### src/rtl/counter_ctrl_pkg.sv
// Shared types and constants for the counter_ctrl interval timer.
package counter_ctrl_pkg;

  localparam int DEFAULT_WIDTH = 4;

  localparam logic MODE_ONESHOT  = 1'b0;
  localparam logic MODE_PERIODIC = 1'b1;

  typedef enum logic [1:0] {
    IDLE  = 2'd0,
    RUN   = 2'd1,
    PAUSE = 2'd2
  } state_e;

endpackage

### src/rtl/cnt_datapath.sv
// Counter register with sync clear/enable, latched terminal value and
// terminal-count compare.
module cnt_datapath
  import counter_ctrl_pkg::*;
#(
  parameter int WIDTH = DEFAULT_WIDTH
) (
  input  logic             clk,
  input  logic             rst,
  input  logic             clr_i,
  input  logic             load_i,
  input  logic             en_i,
  input  logic [WIDTH-1:0] limit_i,
  output logic [WIDTH-1:0] count_o,
  output logic             term_o
);

  logic [WIDTH-1:0] count_q, count_d;
  logic [WIDTH-1:0] limit_q, limit_d;

  always_comb begin
    count_d = count_q;
    if (clr_i)
      count_d = '0;
    else if (en_i)
      count_d = count_q + WIDTH'(1);
    limit_d = load_i ? limit_i : limit_q;
  end

  always_ff @(posedge clk or posedge rst) begin
    if (rst) begin
      count_q <= '0;
      limit_q <= '0;
    end else begin
      count_q <= count_d;
      limit_q <= limit_d;
    end
  end

  assign count_o = count_q;
  assign term_o  = (count_q == limit_q);

endmodule

### src/rtl/counter_ctrl.sv
// Programmable interval timer sequencer: start/stop, one-shot or periodic.
// Optional pause support is built when COUNTER_CTRL_PAUSE_EN is defined.
module counter_ctrl
  import counter_ctrl_pkg::*;
#(
  parameter int WIDTH = DEFAULT_WIDTH
) (
  input  logic             clk,
  input  logic             rst,
  input  logic             start,
  input  logic             stop,
`ifdef COUNTER_CTRL_PAUSE_EN
  input  logic             pause,
`endif
  input  logic             mode,
  input  logic [WIDTH-1:0] limit,
  output logic             busy,
  output logic             done,
  output logic [WIDTH-1:0] count
);

  state_e state_q, state_d;
  logic   mode_q, mode_d;
  logic   done_q, done_d;
  logic   clr, load, en, term;
  logic   pause_req;

`ifdef COUNTER_CTRL_PAUSE_EN
  assign pause_req = pause;
`else
  assign pause_req = 1'b0;
`endif

  always_ff @(posedge clk or posedge rst) begin
    if (rst) begin
      state_q <= IDLE;
      mode_q  <= MODE_ONESHOT;
      done_q  <= 1'b0;
    end else begin
      state_q <= state_d;
      mode_q  <= mode_d;
      done_q  <= done_d;
    end
  end

  always_comb begin
    state_d = state_q;
    unique case (state_q)
      IDLE: if (start) state_d = RUN;
      RUN: begin
        if (stop)
          state_d = IDLE;
        else if (start)
          state_d = RUN;
        else if (pause_req)
          state_d = PAUSE;
        else if (term && mode_q == MODE_ONESHOT)
          state_d = IDLE;
      end
      PAUSE: begin
        if (stop)
          state_d = IDLE;
        else if (start || !pause_req)
          state_d = RUN;
      end
      default: state_d = IDLE;
    endcase
  end

  // Terminal check precedes the increment, so the counter never wraps in RUN.
  always_comb begin
    clr    = 1'b0;
    load   = 1'b0;
    en     = 1'b0;
    done_d = 1'b0;
    mode_d = mode_q;
    unique case (state_q)
      IDLE, PAUSE: begin
        if (start && !(state_q == PAUSE && stop)) begin
          clr    = 1'b1;
          load   = 1'b1;
          mode_d = mode;
        end
      end
      RUN: begin
        if (stop) begin
          clr = 1'b0;
        end else if (start) begin
          clr    = 1'b1;
          load   = 1'b1;
          mode_d = mode;
        end else if (pause_req) begin
          en = 1'b0;
        end else if (term) begin
          done_d = 1'b1;
          clr    = (mode_q == MODE_PERIODIC);
        end else begin
          en = 1'b1;
        end
      end
      default: clr = 1'b0;
    endcase
  end

  cnt_datapath #(.WIDTH(WIDTH)) u_dp (
    .clk     (clk),
    .rst     (rst),
    .clr_i   (clr),
    .load_i  (load),
    .en_i    (en),
    .limit_i (limit),
    .count_o (count),
    .term_o  (term)
  );

  assign busy = (state_q != IDLE);
  assign done = done_q;

endmodule
### config.mk
export PLATFORM = sky130hd
export DESIGN_NAME = counter_ctrl
export DESIGN_NICKNAME = d
export VERILOG_FILES = /design/src/rtl/counter_ctrl_pkg.sv /design/src/rtl/cnt_datapath.sv /design/src/rtl/counter_ctrl.sv
export SDC_FILE = /design/constraint.sdc
export NUM_CORES = 1
export LEC_CHECK = 0
export BUFFER_PORTS_ARGS = -buffer_cell sky130_fd_sc_hd__buf_2
export CORE_AREA = 2 2 46 48
export DETAILED_ROUTE_END_ITERATION = 12
export DIE_AREA = 0 0 48 50
export PLACE_DENSITY = 0.54
export SYNTH_ARGS = -nofsm -noshare
export SYNTH_HDL_FRONTEND = slang
export SYNTH_HIERARCHICAL = 1
export SYNTH_SLANG_ARGS = --single-unit
### constraint.sdc
create_clock -name clk -period 2.7 [get_ports clk]
set_input_delay 0.27 -clock clk [delete_from_list [all_inputs] [get_ports clk]]
set_output_delay 0.27 -clock clk [all_outputs]
set_load 0.01 [all_outputs]
# Word level (Yosys, flattened, before mapping)
# Index checks and enable logic that the tools add are counted.
[totals] reg_bits=12 inputBits=9 out_inout_bits=6 word_cells=54
[classes] addsub=1 eq_ne=8 mux=28 bitwise=1 n_reduce_logical=11
[op_table] operator="$mux W1" n=18
[op_table] operator="$mux W2" n=4
[op_table] operator="$mux W4" n=2
[op_table] operator="$ne A2 B2 Y1 const B" n=4
[op_table] operator="$pmux W1 S2" n=3
[op_table] operator="$pmux W2 S3" n=1
[op_table] operator="$reduce_bool A2 Y1" n=3
[op_table] operator="$add A4 B1 Y4 const B" n=1
[op_table] operator="$eq A4 B4 Y1" n=1
[op_table] operator="$ne A4 B4 Y1 const B" n=1
[op_table] operator="$reduce_and A4 Y1" n=1
[op_table] operator="$logic_and A1 B1 Y1" n=3
[op_table] operator="$eq A2 B1 Y1 const B" n=1
[op_table] operator="$eq A2 B2 Y1 const B" n=1
[op_table] operator="$logic_not A2 Y1" n=1
[op_table] operator="$reduce_and A2 Y1" n=1
[op_table] operator="$reduce_or A2 Y1" n=1
[op_table] operator="$logic_not A1 Y1" n=1
[op_table] operator="$not A1 Y1" n=1

# Logic depth before layout (Yosys ltp)
# Gate-level depths: netlist (run 1).
[depth] word_depth=7 mapped_depth=6

# Cells and area by module
# The synthesis (run 1) kept the hierarchy.
[modules_own_cells] module="cnt_datapath" instances=1 cells_each=30 area_per_inst_um2=382.9
[modules_own_cells] module="counter_ctrl" instances=1 cells_each=13 area_per_inst_um2=153.9

# Least setup slack after synthesis (run 1)
# No wires, ideal clock.
[synth_timing] path_type="register to register" from="register u_dp.count_q[0] (netlist: u_dp/count_o[0])" to="register u_dp.count_q[3] (netlist: u_dp/count_o[3])" setup_time_ps=125 t_arrival_ps=1903 t_required_ps=2575 setup_slack_ps=672 path_stages_with_launch=6 cell_sequence="dfrtp_1 -> xor2_1 -> nor4_1 -> nor4b_1 -> nand4_1 -> mux2_4"
[synth_via] elab_chain_len=6 word_cells_on_any_way=13
[synth_rtl] element="from (decl)" line="cnt_datapath.sv:18" source="logic [WIDTH-1:0] count_q, count_d;"
[synth_rtl] element="from (signal assigned)" line="cnt_datapath.sv:35" source="count_q <= count_d;"
[synth_rtl] element="$eq A4 B4 Y1" line="cnt_datapath.sv:41" source="assign term_o = (count_q == limit_q);"
[synth_rtl] element="via term" line="counter_ctrl.sv:25" source="logic clr, load, en, term;"
[synth_rtl] element="$mux W1" line="counter_ctrl.sv:94" source="end else if (term) begin"
[synth_rtl] element="$mux W1" line="counter_ctrl.sv:88" source="end else if (start) begin"
[synth_rtl] element="$mux W1" line="counter_ctrl.sv:86" source="if (stop) begin"
[synth_rtl] element="$mux W1" line="counter_ctrl.sv:77" source="unique case (state_q)"
[synth_rtl] element="via en" line="counter_ctrl.sv:25"
[synth_rtl] element="$reduce_bool A2 Y1 (no source line)"
# The timed path passes the listed nets, and every way through them passes these cells. The select of a mux whose other input is x is not followed.
# A chain may end at the register's enable or synchronous reset.

# Worst setup path in the final report (run 1)
[layout_timing] from="register u_dp.count_q[2] (netlist: u_dp/count_o[2])" to="register u_dp.count_q[3] (netlist: u_dp/count_o[3])"
# The elaborated chain is that of the path after synthesis.

==> results of run 1 <==
==> synthesized netlist by cell type <==
master and number:
nand4_1 1, ha_1 1, a21boi_2 1, and4bb_2 1, a21bo_2 1, inv_1 2
mux2_2 4, nand2b_1 1, nor4b_1 1, mux2_4 2, nor4_1 1, xor2_1 4
a21oi_1 4, dfrtp_1 11, mux2i_1 1, nor2_1 3, xnor2_1 1, nand3b_1 1
a31oi_1 1, nor2b_1 1
==> area by class of cell <==
cell class	count	area, um2
repair buffers	15	80.1
multi-input cells	30	254
flip-flops and latches	11	275
clock inverters	1	5.00
fillers	202	1220
clock buffers	3	22.5
well taps	27	33.8
inverters	2	7.51
==> per-stage QoR <==
stage               total power, W   util  hold WS [ps]
global placement          0.000294  0.337           147
finish                    0.000410  0.357           218
floorplan                 0.000267      -          23.6
CTS                       0.000414  0.357           213
detailed placement        0.000296  0.337           144
global route              0.000431  0.357           224
==> metal layers <==
metal / wire length [um] / up-vias
met5: 0 / -
met4: 29 / 0
met3: 66 / 4
met2: 465 / 16
met1: 510 / 194
li1: - / 190
==> state kept, by name (all words and copies together), names as in the netlist <==
| register | cells |
|---|---|
| state_q | 1 |
| u_dp/limit_q | 4 |
| mode_q | 1 |
| done | 1 |
| u_dp/count_o | 4 |
==> worst max-delay path by stage <==
stage                                 from                           to  slack (ps)  cells past startpoint
3_5_place_dp   u_dp/count_o[2]$_DFFE_PP0P_  u_dp/count_o[3]$_DFFE_PP0P_         490                      5
3_3_place_gp   u_dp/count_o[2]$_DFFE_PP0P_  u_dp/count_o[3]$_DFFE_PP0P_         550                      5
2_1_floorplan  u_dp/count_o[0]$_DFFE_PP0P_  u_dp/count_o[3]$_DFFE_PP0P_         670                      5
5_1_grt        u_dp/count_o[2]$_DFFE_PP0P_  u_dp/count_o[3]$_DFFE_PP0P_         220                      5
6_report       u_dp/count_o[2]$_DFFE_PP0P_  u_dp/count_o[3]$_DFFE_PP0P_         480                      5
4_1_cts        u_dp/count_o[2]$_DFFE_PP0P_  u_dp/count_o[3]$_DFFE_PP0P_         470                      5
==> critical path, delay by kind of cell, from the launching register on <==
kind	cells	cell delay (ps)
xor+xnor	1	180
flops	1	440
mux	1	340
simple gates	3	1150
==> logic make-up (layout without fill, tap and decap cells) <==
family	Yosys count	in the layout	synth area share
AOI/OAI and AO/OA	7	7	0.0886
xor gates and xnor gates	5	5	0.0816
adders and majority gates	1	1	0.0233
buffers and inverters	2	21	0.0140
DFF	11	11	0.513
muxes	7	7	0.159
and+or+nand+nor	10	10	0.121
==> where the power goes <==
part           internal, W   total, W  switching (W)
clock network    0.0000550   0.000117      0.0000624
registers         0.000187   0.000211      0.0000240
logic            0.0000447  0.0000820      0.0000373
total             0.000286   0.000410       0.000124
==> summary.txt, run 1 <==
Outcome
  • Status: finished, final reports clean

Setup path
  • Setup CP Type: reg2reg
  • Slowest-stage cell, CP: nor4b_1
  • Worst Path Required: 2860 ps
  • CP Capture Type: flip-flop
  • Flop-to-flop setup slack: 480 ps
  • R2r endpoint: u_dp/count_o[3]$_DFFE_PP0P_
  • Startpoint Class: flip-flop
  • Critical R2R Launch: u_dp/count_o[2]$_DFFE_PP0P_
  • Critical path peak fanout: 5
  • Crit path DAT: 2380 ps
  • Worst R2R Path Depth: 5
  • Critical Path, Cell by Cell: xor2_1 > nor4_1 > nor4b_1 > nand4_1 > mux2_4
  • Longest individual stage delay on the worst path: 830 ps

Global routing
  • GRT Max-Usage Layer: met2
  • Grt met2 use: 0.151
  • Met1 Use GR: 0.138
  • First-pass GRT wire length: 1.75 mm
  • Vias in the first global route: 399
  • GRT overflow: 0
  • Largest net degree at the start of global routing: 9
  • Initial antenna violation count: 0
  • Global-route met3 utilization: 0.0330
  • GR Util All Layers: 0.110

Place
  • RD Place Congestion: 0.682
  • PortBufs: 14
  • HPWL after DPL: 794 um
  • Placed instance area: 641 um2
  • Pre-CTS setup slack: 486 ps
  • Placed Cells: 84

Logic synthesis
  • Yosys cell types: 20
  • Largest area contributor in the netlist: dfrtp_1
  • Gate Count Post-Synth: 43
  • Synth Warn #: 6
  • Synth Cell Area: 537 um2
  • Syn nets: 53
  • Seq cells post-synth: 11
  • Top-area cell type share of the netlist area: 0.513
  • Syn_area_per_cell: 12.5 um2
  • Top cells by area, synth: dfrtp_1, mux2_2, xor2_1
  • Sequential share of the synthesized area: 0.513

Clocking
  • CTS tree: done
  • Clock sink count: 11
  • CTS buffer count: 3
  • H-tree Lvls: 1
  • Max Buffers Root-to-Sink: 2
  • Root Driver: clkbuf_4
  • Post-CTS Resized: 0
  • Cts hold-fix bufs: 1
  • Post-CTS Setup Inserts: 0
  • Skew-Pair Late Insertion Delay: 280 ps
  • Clock-pin transition on the worst setup and hold timing paths: 80 ps

Routing
  • DRC viols: 0
  • DR pass1 iterations: 4
  • DR vias: 404
  • WL per Instance: 12.0 um
  • Drt via density: 4.54
  • Initial drt markers: 12
  • Routed Antenna Nets: 0
  • Routed Wire Length: 1.07 mm

STA
  • Fmax: 451 MHz
  • Setup repair after global routing missed its margin: false
  • Setup tns final: 0 ps
  • Tcrit/Tclk final: 0.822
  • Fin. Hold Viols: 0
  • Slew HR: 0.349
  • Worst Slack Setup Final: 480 ps
  • Fin crit period: 2220 ps
  • Final Setup Violations: 0
  • Worst Max-Slew Pin Slew: 963 ps
  • Final max-slew violation count: 0
  • Skew final: 3.97 ps

Finish
  • Most frequent cells in the layout: buf_2, dfrtp_1, a21oi_1, mux2_2, xor2_1
  • Total Nets Final: 73
  • Area growth from synthesis to layout: 26.3%
  • Ant. Diodes: 0
  • Cell area after layout: 678 um2
  • Post-route insts no fill: 89
  • Most common cell after layout, fill and taps aside: buf_2
  • Share of layout cells above drive strength 1: 0.435

Pwr
  • LEAKAGE: 0.335 nW
  • Pwr dens: 605 nW/um2
  • IR drop worst, VDD: 0.261 mV

Floorplanning
  • Chip Height: 50 um
  • Die ar.: 2400 um2
  • Die W: 48 um
  • Ports: 15
  • Initial core utilization: 0.282
  • Core region area: 1900 um2
  • Row count: 16

Min path
  • Worst Hold Class: in2reg
  • Hold Crit Start: limit[0]
  • Hold Crit Depth: 2
  • Worst hold endpoint: u_dp/limit_q[0]$_DFFE_PP0P_

Job
  • Max-Cap Viols: 0
(Power assumes the default switching activity.)
==> run 2: changes to the inputs <==
--- a/config.mk
+++ b/config.mk
@@ -5,10 +5,11 @@
 export SDC_FILE = /design/constraint.sdc
 export NUM_CORES = 1
 export LEC_CHECK = 0
+export ABC_AREA = 1
 export BUFFER_PORTS_ARGS = -buffer_cell sky130_fd_sc_hd__buf_2
-export CORE_AREA = 2 2 46 48
+export CORE_AREA = 2 2 47 49
 export DETAILED_ROUTE_END_ITERATION = 12
-export DIE_AREA = 0 0 48 50
+export DIE_AREA = 0 0 49 51
 export PLACE_DENSITY = 0.54
 export SYNTH_ARGS = -nofsm -noshare
 export SYNTH_HDL_FRONTEND = slang
==> constraint.sdc (replaced) <==
create_clock -name clk -period 2.1 [get_ports clk]
set_input_delay 0.21 -clock clk [delete_from_list [all_inputs] [get_ports clk]]
set_output_delay 0.21 -clock clk [all_outputs]
set_load 0.01 [all_outputs]
==> run 2 against run 1 <==
Effect of this change:
- utilization fell by 1.2 points
- cell count rose by 30%
- register-to-register slack barely moved
- area after synthesis rose by 5.8%
- fmax rose by 37%
- die area rose by 4.1%
- global-route usage fell by 0.73 points
- via count rose by 19%
- critical path depth rose by 5
- clock-buffer cell count did not move
- sequential power rose by 28%
- largest power group unchanged
- highest routed layer is now met3
==> summary.txt, run 2 <==
Setup path
  • Setup CP Type: reg2reg
  • R2r endpoint: u_dp/count_o[3]$_DFFE_PP0P_
  • Critical path peak fanout: 5 (unchanged)
  • Worst Path Required: 2250 ps (-610 ps)
  • Worst R2R Path Depth: 10 (+5)
  • Critical Path Start: u_dp/count_o[2]$_DFFE_PP0P_
  • Flop-to-flop setup slack: 480 ps (about the same)
  • Critical R2R Launch: u_dp/count_o[2]$_DFFE_PP0P_
  • Crit path DAT: 1780 ps (-600 ps)
  • CP Capture Type: flip-flop
  • Startpoint Class: flip-flop
  • Critical Path Sink: u_dp/count_o[3]$_DFFE_PP0P_

Routing
  • WL per Instance: 9.21 um (-24%)
  • DRC viols: 0 (unchanged)
  • Routed Wire Length: 1.07 mm (-0.37%)
  • Drt via density: 4.16 (-8.5%)
  • DR pass1 iterations: 4 (unchanged)
  • DR vias: 482 (+19%)
  • Routed Antenna Nets: 0 (unchanged)
  • Initial drt markers: 2 (-10)

Logic synthesis
  • Synth Flop Type: dfrtp_1
  • Top cells by area, synth: dfrtp_1, nand2_1, inv_1
  • Largest area contributor in the netlist: dfrtp_1
  • Synth Warn #: 6 (unchanged)
  • Top-count cell post-synth: nand2_1
  • Seq cells post-synth: 11 (unchanged)
  • Post-synthesis async set-or-reset flop share: 1.00 (unchanged)
  • Commonest cells in the netlist: nand2_1, dfrtp_1, inv_1
  • Synth Cell Area: 568 um2 (+5.8%)
  • Sequential share of the synthesized area: 0.485 (-0.0282)
  • Gate Count Post-Synth: 69 (+60%)
  • Syn nets: 79 (+49%)
  • Yosys cell types: 17 (-15%)
  • Syn_area_per_cell: 8.23 um2 (-34%)
  • Top-area cell type share of the netlist area: 0.485 (-0.0282)
  • EDFF count, synth: 0 (unchanged)

Min path
  • Worst Hold Class: in2reg
  • Hold Crit Start: limit[1]

Pwr
  • Total Power: 0.000549 W (+34%)
  • LEAKAGE: 0.385 nW (+15%)
  • Clk pwr share: 0.261 (-0.025)
  • Int Pwr: 0.000367 W (+28%)
  • Pwr dens: 773 nW/um2 (+28%)
  • P_sw: 0.000182 W (+47%)
  • IR drop worst, VDD: 0.284 mV (+9.0%)
  • Reg power frac: 0.493 (-0.021)
  • Gate power share: 0.245 (+0.045)
  • Switching part of the total: 0.332 (+0.0300)

STA
  • Tcrit/Tclk final: 0.772 (-0.0496)
  • Fin. Hold Viols: 0 (unchanged)
  • Final max-slew violation count: 0 (unchanged)
  • Worst Max-Slew Pin Slew: 339 ps (-624 ps)
  • Setup repair after global routing missed its margin: false
  • Fmax: 616 MHz (+37%)
  • Final Setup Violations: 0 (unchanged)
  • Worst Slack Setup Final: 478 ps (-2.72 ps)
  • Slew HR: 0.773 (+0.424)
  • Setup tns final: 0 ps (unchanged)
  • Fin crit period: 1620 ps (-597 ps)
  • Skew final: 7.30 ps (+3.33 ps)

Outcome
  • Status: finished, final reports clean

Global routing
  • GRT overflow: 0 (unchanged)
  • Initial antenna violation count: 0 (unchanged)
  • GR Util All Layers: 0.102 (-0.00734)
  • Vias in the first global route: 417 (+4.5%)
  • Largest net degree at the start of global routing: 9 (unchanged)
  • First-pass GRT wire length: 1.88 mm (+7.1%)

Clocking
  • Root Driver: clkbuf_4
  • Max Buffers Root-to-Sink: 2 (unchanged)
  • Clock sink count: 11 (unchanged)
  • H-tree Lvls: 1 (unchanged)
  • Clock-pin transition on the worst setup and hold timing paths: 80 ps (about the same)
  • CTS buffer count: 3 (unchanged)
  • Skew-Pair Late Insertion Delay: 270 ps (about the same)
  • CTS tree: done
  • Post-CTS Setup Inserts: 0 (unchanged)

Place
  • Placed instance area: 673 um2 (+5.1%)
  • Pre-CTS setup slack: 477 ps (-8.94 ps)
  • PortBufs: 14 (unchanged)
  • HPWL after DPL: 858 um (+8.2%)
  • RD Place Congestion: 0.644 (-5.5%)

Floorplanning
  • Die W: 49 um (+2.1%)
  • Row count: 17 (+1)
  • Core region area: 2060 um2 (+8.5%)
  • Die ar.: 2500 um2 (+4.1%)
  • Chip Height: 51 um (+2.0%)
  • Initial core utilization: 0.275 (-0.00692)
  • Ports: 15 (unchanged)

Finish
  • Ant. Diodes: 0 (unchanged)
  • Area growth from synthesis to layout: 25.1%
  • Most frequent cells in the layout: nand2_1, buf_2, dfrtp_1
  • Most common cell after layout, fill and taps aside: nand2_1
  • Fillers: 240 (+19%)
  • Total Nets Final: 99 (+36%)
  • Cell area after layout: 711 um2 (+4.8%)
  • Share of layout cells above drive strength 1: 0.284 (-0.151)

Job
  • Max-Cap Viols: 0 (unchanged)
==> run 2: kinds of logic after synthesis <==
group	share of synthesized area
adders and majority gates	0.0220
muxes	0.0396
and+or+nand+nor	0.295
DFF	0.485
xor gates and xnor gates	0.0308
AOI/OAI and AO/OA	0.0440
buffers and inverters	0.0837
==> run 2: routing by layer <==
layer,track usage,vias up,routed length [um]
met4,0.0571,0,0
met3,0.0263,0,36
met5,0,-,0
met2,0.148,10,505
met1,0.138,217,526
li1,-,255,-
==> run 2: area by class of cell <==
class | count | area (um2) | share of cell area
flip-flops and latches | 11 | 275 | 0.387
multi-input cells | 46 | 245 | 0.345
repair buffers | 15 | 80.1 | 0.113
inverters | 12 | 47.5 | 0.0669
well taps | 28 | 35.0 | 0.0493
clock buffers | 3 | 22.5 | 0.0317
clock inverters | 1 | 5.00 | 0.00704
==> run 2: stage by stage <==
step                hold WS [ps]  utilization  instances
floorplan                  -36.4            -         69
global placement            94.3        0.326        111
detailed placement          96.3        0.326        111
CTS                          142        0.344        116
global route                 150        0.344        116
finish                       148        0.344        116
==> run 2: power by group through the flow <==
stage	logic (W)	registers, W	clock network [W]
floorplan	0.0000900	0.000276	0
global placement	0.000135	0.000276	0
detailed placement	0.000136	0.000277	0
CTS	0.000137	0.000272	0.000153
global route	0.000158	0.000276	0.000168
finish	0.000135	0.000271	0.000144
==> run 2: worst min path at each step <==
stage / endpoint / slack (ps) / depth (start not counted)
2_1_floorplan: done$_DFF_PP0_ / -40 / 1
3_3_place_gp: done$_DFF_PP0_ / 90 / 2
3_5_place_dp: mode_q$_DFFE_PP0P_ / 100 / 2
4_1_cts: u_dp/limit_q[1]$_DFFE_PP0P_ / 140 / 3
5_1_grt: u_dp/limit_q[3]$_DFFE_PP0P_ / 150 / 2
6_report: u_dp/limit_q[1]$_DFFE_PP0P_ / 150 / 3
==> run 2: worst max-delay path: stages (launching register included) <==
cell and delay (ps):
dfrtp_1 440, xnor2_1 180, nand2_1 80, nor2_1 220
nand4_1 120, nand2_1 110, nor2_2 70, nor2_4 110
nand3_1 70, nand2_1 70, nor2_1 40
==> run 2: what timing repair did <==
item,4_1_cts,5_1_grt
gates resized for setup,0,0
hold buffers,1,0
hold endpoints to repair,11,0
